==> src/rtl/ex_div.sv <==
// Iterative 32-bit integer divider for the EX stage: DIV/DIVU/REM/REMU.
// Uses radix-2 restoring steps, one per clock, and bypasses the loop for divide-by-zero and signed overflow.
module ex_div (
    input  logic        clk,
    input  logic        rest,
    input  logic        ex2div_start_i,
    input  logic [1:0]  ex2div_op_i,
    input  logic [31:0] ex2div_dividend_i,
    input  logic [31:0] ex2div_divisor_i,
    input  logic [4:0]  ex2div_rd_addr_i,
    input  logic        ex2div_flush_i,
    output logic        div2ex_busy_o,
    output logic        div2ex_ready_o,
    output logic [31:0] div2ex_result_o,
    output logic [4:0]  div2ex_rd_addr_o
);

    localparam logic [1:0] IDLE = 2'd0;
    localparam logic [1:0] CALC = 2'd1;
    localparam logic [1:0] DONE = 2'd2;

    logic [1:0]  state_q, state_d;
    logic [5:0]  cnt_q, cnt_d;
    logic [31:0] quot_q, quot_d;
    logic [31:0] rem_q, rem_d;
    logic [31:0] divisor_q, divisor_d;
    logic        is_rem_q, is_rem_d;
    logic        neg_quot_q, neg_quot_d;
    logic        neg_rem_q, neg_rem_d;
    logic [4:0]  rd_q, rd_d;
    logic [31:0] result_q, result_d;
    logic [4:0]  rd_out_q, rd_out_d;

    logic        in_signed, in_rem, a_neg, b_neg, div_zero, overflow;
    logic [31:0] a_mag, b_mag;
    logic [32:0] shifted, trial;
    logic [31:0] step_quot, step_rem, final_quot, final_rem;

    // op[0]=1 selects unsigned, op[1]=1 selects remainder.
    assign in_signed = ~ex2div_op_i[0];
    assign in_rem    = ex2div_op_i[1];
    assign a_neg     = in_signed & ex2div_dividend_i[31];
    assign b_neg     = in_signed & ex2div_divisor_i[31];
    assign a_mag     = a_neg ? (~ex2div_dividend_i + 32'd1) : ex2div_dividend_i;
    assign b_mag     = b_neg ? (~ex2div_divisor_i + 32'd1) : ex2div_divisor_i;
    assign div_zero  = (ex2div_divisor_i == 32'd0);
    assign overflow  = in_signed && (ex2div_dividend_i == 32'h8000_0000)
                       && (ex2div_divisor_i == 32'hFFFF_FFFF);

    // Partial remainder is always below the divisor, so the 33-bit trial sign decides the quotient bit.
    assign shifted    = {rem_q, quot_q[31]};
    assign trial      = shifted - {1'b0, divisor_q};
    assign step_quot  = {quot_q[30:0], ~trial[32]};
    assign step_rem   = trial[32] ? shifted[31:0] : trial[31:0];
    assign final_quot = neg_quot_q ? (~step_quot + 32'd1) : step_quot;
    assign final_rem  = neg_rem_q ? (~step_rem + 32'd1) : step_rem;

    always_comb begin
        state_d    = state_q;
        cnt_d      = cnt_q;
        quot_d     = quot_q;
        rem_d      = rem_q;
        divisor_d  = divisor_q;
        is_rem_d   = is_rem_q;
        neg_quot_d = neg_quot_q;
        neg_rem_d  = neg_rem_q;
        rd_d       = rd_q;
        result_d   = result_q;
        rd_out_d   = rd_out_q;
        case (state_q)
            IDLE: begin
                if (ex2div_start_i && !ex2div_flush_i) begin
                    rd_d     = ex2div_rd_addr_i;
                    is_rem_d = in_rem;
                    if (div_zero) begin
                        result_d = in_rem ? ex2div_dividend_i : 32'hFFFF_FFFF;
                        rd_out_d = ex2div_rd_addr_i;
                        state_d  = DONE;
                    end else if (overflow) begin
                        result_d = in_rem ? 32'd0 : 32'h8000_0000;
                        rd_out_d = ex2div_rd_addr_i;
                        state_d  = DONE;
                    end else begin
                        quot_d     = a_mag;
                        rem_d      = 32'd0;
                        divisor_d  = b_mag;
                        neg_quot_d = a_neg ^ b_neg;
                        neg_rem_d  = a_neg;
                        cnt_d      = 6'd32;
                        state_d    = CALC;
                    end
                end
            end
            CALC: begin
                if (ex2div_flush_i) begin
                    state_d = IDLE;
                end else begin
                    quot_d = step_quot;
                    rem_d  = step_rem;
                    cnt_d  = cnt_q - 6'd1;
                    if (cnt_q == 6'd1) begin
                        result_d = is_rem_q ? final_rem : final_quot;
                        rd_out_d = rd_q;
                        state_d  = DONE;
                    end
                end
            end
            DONE:    state_d = IDLE;
            default: state_d = IDLE;
        endcase
    end

    always_ff @(posedge clk or negedge rest) begin
        if (!rest) begin
            state_q    <= IDLE;
            cnt_q      <= 6'd0;
            quot_q     <= 32'd0;
            rem_q      <= 32'd0;
            divisor_q  <= 32'd0;
            is_rem_q   <= 1'b0;
            neg_quot_q <= 1'b0;
            neg_rem_q  <= 1'b0;
            rd_q       <= 5'd0;
            result_q   <= 32'd0;
            rd_out_q   <= 5'd0;
        end else begin
            state_q    <= state_d;
            cnt_q      <= cnt_d;
            quot_q     <= quot_d;
            rem_q      <= rem_d;
            divisor_q  <= divisor_d;
            is_rem_q   <= is_rem_d;
            neg_quot_q <= neg_quot_d;
            neg_rem_q  <= neg_rem_d;
            rd_q       <= rd_d;
            result_q   <= result_d;
            rd_out_q   <= rd_out_d;
        end
    end

    // A flush landing in DONE suppresses the pulse in that same cycle.
    assign div2ex_busy_o    = (state_q == CALC);
    assign div2ex_ready_o   = (state_q == DONE) && !ex2div_flush_i;
    assign div2ex_result_o  = result_q;
    assign div2ex_rd_addr_o = rd_out_q;

endmodule

==> config.mk <==
export PLATFORM = sky130hd
export DESIGN_NAME = ex_div
export DESIGN_NICKNAME = d
export VERILOG_FILES = /design/src/rtl/ex_div.sv
export SDC_FILE = /design/constraint.sdc
export NUM_CORES = 1
export LEC_CHECK = 0
export ABC_AREA = 1
export BUFFER_PORTS_ARGS = -buffer_cell sky130_fd_sc_hd__buf_2
export CORE_MARGIN = 1.5
export CORE_UTILIZATION = 65
export DETAILED_ROUTE_END_ITERATION = 6
export PLACE_DENSITY_LB_ADDON = 0.05
export SLEW_MARGIN = 20
export SYNTH_ARGS = -nofsm -noshare
export SYNTH_HDL_FRONTEND = slang
export SYNTH_SLANG_ARGS = --single-unit
==> constraint.sdc <==
create_clock -name clk -period 8.8 [get_ports clk]
set_clock_uncertainty 0.05 [all_clocks]
set_input_delay 2.2 -clock clk [delete_from_list [all_inputs] [get_ports clk]]
set_output_delay 2.2 -clock clk [all_outputs]
set_load 0.01 [all_outputs]
==> impl_metrics.toml, run 1 <==
[status]
status = "finished, final reports clean"

[power]
p_leak_nw = 7.766
finalPower_w = 0.005038
p_comb_share_pct = 60.6
seqPwrFrac_pct = 22.8
pwr-share-clk_pct = 16.6
p_int_w = 0.002366
switching_share_pct = 53.04
ir_drop_mv = 0.2480
p_per_area_nw_per_um2 = 347.6
p_switching_w = 0.002672

[global_routing]
busiest_layer = "met2"
grt_use_met3_pct = 6.364
grt_first_pass_wirelength_um = 66240
antenna_found_initial = 2
gr-total-overflow = 0
met1_usage_pct = 52.23
grt_pass1_vias = 13270
grt_usage_pct = 38.67
grtUsageMet2_pct = 61.21
grt_max_degree = 85

[clock_tree]
cts_root_buffer = "clkbuf_16"
clkSinkCount = 149
cts_resized = 0
tritoncts = "built"
holdBufCountCts = 0
htree_levels = 4
clock_latency_ns = 0.44
clock_path_buffers = 2
clk_pin_slew_ns = 0.07
cts_buffers = 17
cts_setup_buffers = 0

[floorplanning]
start_util_pct = 66.93
die_y_um = 145.5
ioPinCount = 114
die_area_um2 = 21170
coreArea_um2 = 19720
num_rows = 51
die-width_um = 145.5

[sta]
fmax_mhz = 188.4
hold_viol_final = 0
slew_violations = 0
worst_slew_pin_slew_ns = 1.096
period_share_pct = 60.33
grt_setup_unrepaired = "no"
final.setup.worst_slack_ns = 3.491
min_period_ns = 5.309
tns_ns = 0
slew_headroom_pct = 26.93
final-setup-viol-count = 0

[synthesis]
synth.distinct_cells = 53
ys_seq_area_share_pct = 28.25
synthCells = 2132
synth_top_area_cell = "dfrtp_1"
ys_ff_latch = 149
synth_area_leaders = "dfrtp_1 (28%), nand2_1 (19%), inv_1 (8.5%), nor2_1 (5.9%), nand3_1 (5.0%)"
syn_area_um2 = 13200
syn_nets = 2247
synth.avg_cell_area_um2 = 6.190
yosysWarnings = 0
yosysTopAreaCellShare_pct = 28.25

[route]
wl_per_cell_um = 16.61
routed-via-count = 14620
drt_iter0_markers = 1653
dr.pass1.iters = 7
vias_per_cell = 5.898
ant_nets = 0
drc = 0
routed_wl_um = 41150

[critical_path]
cp.arrival_ns = 5.60
slowest_delay_ns = 0.47
cp-start-kind = "flip-flop"
worst-setup-path-type = "flip-flop to flip-flop"
cp_slowest_cell = "dfrtp_1"
critPathCaptureType = "flip-flop"
crit_top_cell = "nand2_1"
required_ns = 9.09
cp_max_fo = 43

[placement]
place_congestion = 0.9647
portBuffers = 113
dpl.hpwl_um = 30810
pre_cts_slack_ns = 3.383
dpl.cell_count = 2446

[worst_hold_path]
hold_path.class = "flip-flop to flip-flop"

[layout]
final_cells = 2478
layout_common_cells = "nand2_1 (680), inv_1 (298), nor2_1 (204)"
final_util_pct = 73.51
layout.cells.most_common = "nand2_1"
n_antenna_cell = 0
fin_nets = 2315
layout-drive-gt1-share_pct = 10.12
nFillCells = 1703
area_growth_pct = 9.832

[flow_run]
maxCapViolCount = 0
-- critical path, delay by kind of cell (launching register included) --
family | cells | cell delay (ns)
AO/OA/AOI/OAI | 2 | 0.26
adder cells (fa/ha/maj) | 3 | 0.94
buffers and inverters | 4 | 0.39
flip-flops | 1 | 0.47
AND/OR/NAND/NOR | 21 | 3.09
-- worst paths after layout --
check | endpoint | cells after the start | start | slack [ns]
setup / recovery | div2ex_result_o[30] | 30 | quot_q[31] | 3.49
hold / removal | div2ex_result_o[21] | 2 | div2ex_result_o[21] | 0.42
setup reg to reg | div2ex_result_o[30] | 30 | quot_q[31] | 3.49
hold reg to reg | div2ex_result_o[21] | 2 | div2ex_result_o[21] | 0.42
max in group asynchronous | div2ex_result_o[3] | 2 | rest | 5.54
min in group asynchronous | rem_q[25] | 1 | rest | 1.77
-- Yosys cell counts, drive strengths merged --
| master | n |
|---|---|
| buf | 18 |
| o31ai | 7 |
| fa | 1 |
| ha | 39 |
| a21o | 1 |
| nand3 | 135 |
| a211oi | 1 |
| nor4b | 1 |
| a22oi | 9 |
| a31oi | 15 |
| clkinv | 3 |
| nand3b | 11 |
| clkbuf | 57 |
| o211ai | 9 |
| o21a | 1 |
| o221ai | 17 |
| nor2 | 218 |
| a41oi | 1 |
| a21oi | 76 |
| inv | 305 |
| nor3 | 37 |
| nand4 | 36 |
| o21bai | 2 |
| o311ai | 1 |
| nor4 | 7 |
| and3 | 1 |
| and2 | 2 |
| xor2 | 48 |
| a221oi | 1 |
| o22ai | 37 |
| nand2 | 710 |
| or2 | 4 |
| dfrtp | 149 |
| nor3b | 1 |
| xnor2 | 26 |
| o41ai | 1 |
| o21ai | 144 |
-- metal layers --
metal | part of all wire [%] | wire, µm
met5 | 0.022 | 9
met1 | 42 | 17120
met4 | 4.2 | 1715
met3 | 9.1 | 3748
met2 | 45 | 18550
-- power by group through the flow --
stage	Clock [W]	Sequential (W)	Combinational (W)
global placement	0	0.00114	0.00288
floorplan	0	0.00112	0.00222
detailed placement	0	0.00114	0.00295
global route	0.000866	0.00117	0.00340
finish	0.000836	0.00115	0.00305
CTS	0.000835	0.00114	0.00298
-- metrics by stage --
stage	cell area, µm²	hold slack (ns)
3_3_place_gp	13830	0.4080
6_report	14500	0.4228
4_1_cts	14490	0.4282
3_5_place_dp	13830	0.4098
5_1_grt	14500	0.4411
2_1_floorplan	13200	0.3992
-- flip-flops by register name (all words and copies together), names as in the netlist --
register / flops
div2ex_rd_addr_o: 5
neg_rem_q: 1
div2ex_result_o: 32
state_q: 2
rd_q: 5
rem_q: 32
neg_quot_q: 1
divisor_q: 32
cnt_q: 6
quot_q: 32
is_rem_q: 1
-- cell type report --
| type | instances | area (µm²) | area share (%) |
|---|---|---|---|
| multi-input combinational | 1600 | 7958 | 54.90 |
| sequential | 149 | 3730 | 25.73 |
| inverter | 308 | 1156 | 7.976 |
| timing repair buffer | 124 | 654.4 | 4.514 |
| clock buffer | 17 | 425.4 | 2.935 |
| tap | 265 | 331.6 | 2.287 |
| clock inverter | 15 | 240.2 | 1.657 |
-- cells by family after synthesis --
| family | share of synthesized area, % |
|---|---|
| and+or+nand+nor | 37.41 |
| buffers and inverters | 11.49 |
| AOI/OAI and AO/OA | 14.09 |
| DFF | 28.25 |
| xor gates and xnor gates | 4.911 |
| adders and majority gates | 3.849 |
Note: power is estimated with default switching activity, not from simulation.
==> inputs of run 2 (changes only) <==
--- a/config.mk
+++ b/config.mk
@@ -8,7 +8,7 @@
 export ABC_AREA = 1
 export BUFFER_PORTS_ARGS = -buffer_cell sky130_fd_sc_hd__buf_2
 export CORE_MARGIN = 1.5
-export CORE_UTILIZATION = 65
+export CORE_UTILIZATION = 56
 export DETAILED_ROUTE_END_ITERATION = 6
 export PLACE_DENSITY_LB_ADDON = 0.05
 export SLEW_MARGIN = 20
==> constraint.sdc (replaced) <==
create_clock -name clk -period 4.6 [get_ports clk]
set_clock_uncertainty 0.05 [all_clocks]
set_input_delay 1.15 -clock clk [delete_from_list [all_inputs] [get_ports clk]]
set_output_delay 1.15 -clock clk [all_outputs]
set_load 0.01 [all_outputs]
==> impl_metrics.toml, run 2 (same netlist as run 1, synthesis figures left out) <==
[status]
status = "finished, final reports clean"

[route]
wl_per_cell_um = 17.77
routed_wl_um = 45130
dr.pass1.iters = 6
drt_iter0_markers = 1697
drc = 0
ant_nets = 0
vias_per_cell = 5.669
routed-via-count = 14400

[placement]
place_congestion = 1.042
dpl.hpwl_um = 35400
portBuffers = 113

[flow_run]
maxCapViolCount = 0

[floorplanning]
die_y_um = 156.5
die-width_um = 156.5
die_area_um2 = 24500
num_rows = 55
ioPinCount = 114
coreArea_um2 = 22850
start_util_pct = 57.77

[critical_path]
worst-setup-path-type = "flip-flop to flip-flop"
cp_slowest_cell = "fa_1"
slowest_delay_ns = 0.41
cp.arrival_ns = 4.56
crit_top_cell = "nand2_1"
cp_max_fo = 6
required_ns = 4.89
critPathCaptureType = "flip-flop"
cp-start-kind = "flip-flop"

[sta]
period_share_pct = 92.90
worst_slew_pin_slew_ns = 1.035
final-setup-viol-count = 0
min_period_ns = 4.274
grt_setup_unrepaired = "no"
slew_headroom_pct = 31.02
slew_violations = 0
tns_ns = 0
fmax_mhz = 234.0
hold_viol_final = 0

[global_routing]
gr-total-overflow = 0
antenna_found_initial = 2
grt_max_degree = 68
grt_pass1_vias = 13020
grt_usage_pct = 37.50
grt_first_pass_wirelength_um = 70460

[layout]
n_antenna_cell = 0
layout_common_cells = "nand2_1 (680), inv_1 (298), nor2_1 (202)"
area_growth_pct = 10.68
layout.cells.most_common = "nand2_1"
layout-drive-gt1-share_pct = 10.78
final_util_pct = 63.94
fin_nets = 2329

[clock_tree]
holdBufCountCts = 0
cts_root_buffer = "clkbuf_16"
clkSinkCount = 149
clock_path_buffers = 2
tritoncts = "built"
htree_levels = 4
clock_latency_ns = 0.45
cts_buffers = 17
clk_pin_slew_ns = 0.07

[worst_hold_path]
hold_path.class = "flip-flop to flip-flop"

[power]
p_per_area_nw_per_um2 = 666.7
p_leak_nw = 7.790
ir_drop_mv = 0.3383
==> run 2: changes by cell type in the layout (fill, tap and decap cells not counted), sizes merged <==
| cell | previous run | this run |
|---|---|---|
| clkinvlp | 0 | 3 |
| buf | 124 | 138 |
| bufinv | 4 | 0 |
| inv | 311 | 312 |
==> run 2: worst max-delay path: cells and delay by family, from the launching register on <==
family | cells | cell delay [ns]
AOI/OAI and AO/OA | 2 | 0.28
adders and majority gates | 3 | 0.82
buffers and inverters | 4 | 0.35
DFF | 1 | 0.37
and+or+nand+nor | 21 | 2.28
==> run 2: through the flow <==
| stage | hold slack [ns] | cell area [µm²] | total power [W] | cells | worst slack, ns |
|---|---|---|---|---|---|
| 6_report | 0.4280 | 14610 | 0.009739 | 2540 | 0.3265 |
| 5_1_grt | 0.4428 | 14610 | 0.01051 | 2540 | 0.02224 |
| 4_1_cts | 0.4282 | 14590 | 0.009547 | 2539 | 0.2432 |
| 3_5_place_dp | 0.4096 | 14000 | 0.008087 | 2507 | 0.2355 |
| 3_3_place_gp | 0.4101 | 14000 | 0.008004 | 2507 | 0.2742 |
| 2_1_floorplan | 0.3992 | 13200 | 0.006375 | 2132 | 0.4903 |
==> run 2: area by class of cell <==
| cell class | count | area, µm² |
|---|---|---|
| inverter | 308 | 1156 |
| clock inverter | 15 | 161.4 |
| tap | 313 | 391.6 |
| fill | 2212 | 8239 |
| sequential | 149 | 3729 |
| multi-input combinational | 1600 | 7973 |
| timing repair buffer | 138 | 772.0 |
| clock buffer | 17 | 425.4 |
==> run 2: path summary, 6_finish.rpt <==
path,startpoint,end,slack (ns),cells after the start
setup reg to reg,quot_q[31],div2ex_result_o[30],0.33,30
hold / removal,div2ex_result_o[27],div2ex_result_o[27],0.43,2
hold reg to reg,div2ex_result_o[27],div2ex_result_o[27],0.43,2
max in group asynchronous,rest,divisor_q[20],3.00,2
min in group asynchronous,rest,divisor_q[3],0.63,1
setup / recovery,quot_q[31],div2ex_result_o[30],0.33,30
==> run 2: what timing repair did <==
action,CTS,global route
resized for setup,0,4
buffers inserted,0,1
endpoints found under the setup margin,0,4
hold endpoints to repair,0,0
==> run 2: layer usage <==
| metal | global-route usage [%] | up-vias | wire (µm) |
|---|---|---|---|
| met3 | 8.862 | 93 | 4465 |
| met2 | 56.40 | 682 | 19630 |
| met1 | 53.12 | 6619 | 19800 |
| met4 | 11.66 | 0 | 1226 |
| met5 | 0 | - | 0 |
| li1 | - | 7005 | - |
==> run 2: report_power, final <==
part           switching, W  internal (W)  leakage (nW)  total [W]
logic               0.00431       0.00184          5.59    0.00615
clock network      0.000706      0.000725         0.278    0.00143
registers          0.000380       0.00178          1.92    0.00216
total               0.00539       0.00435          7.79    0.00974
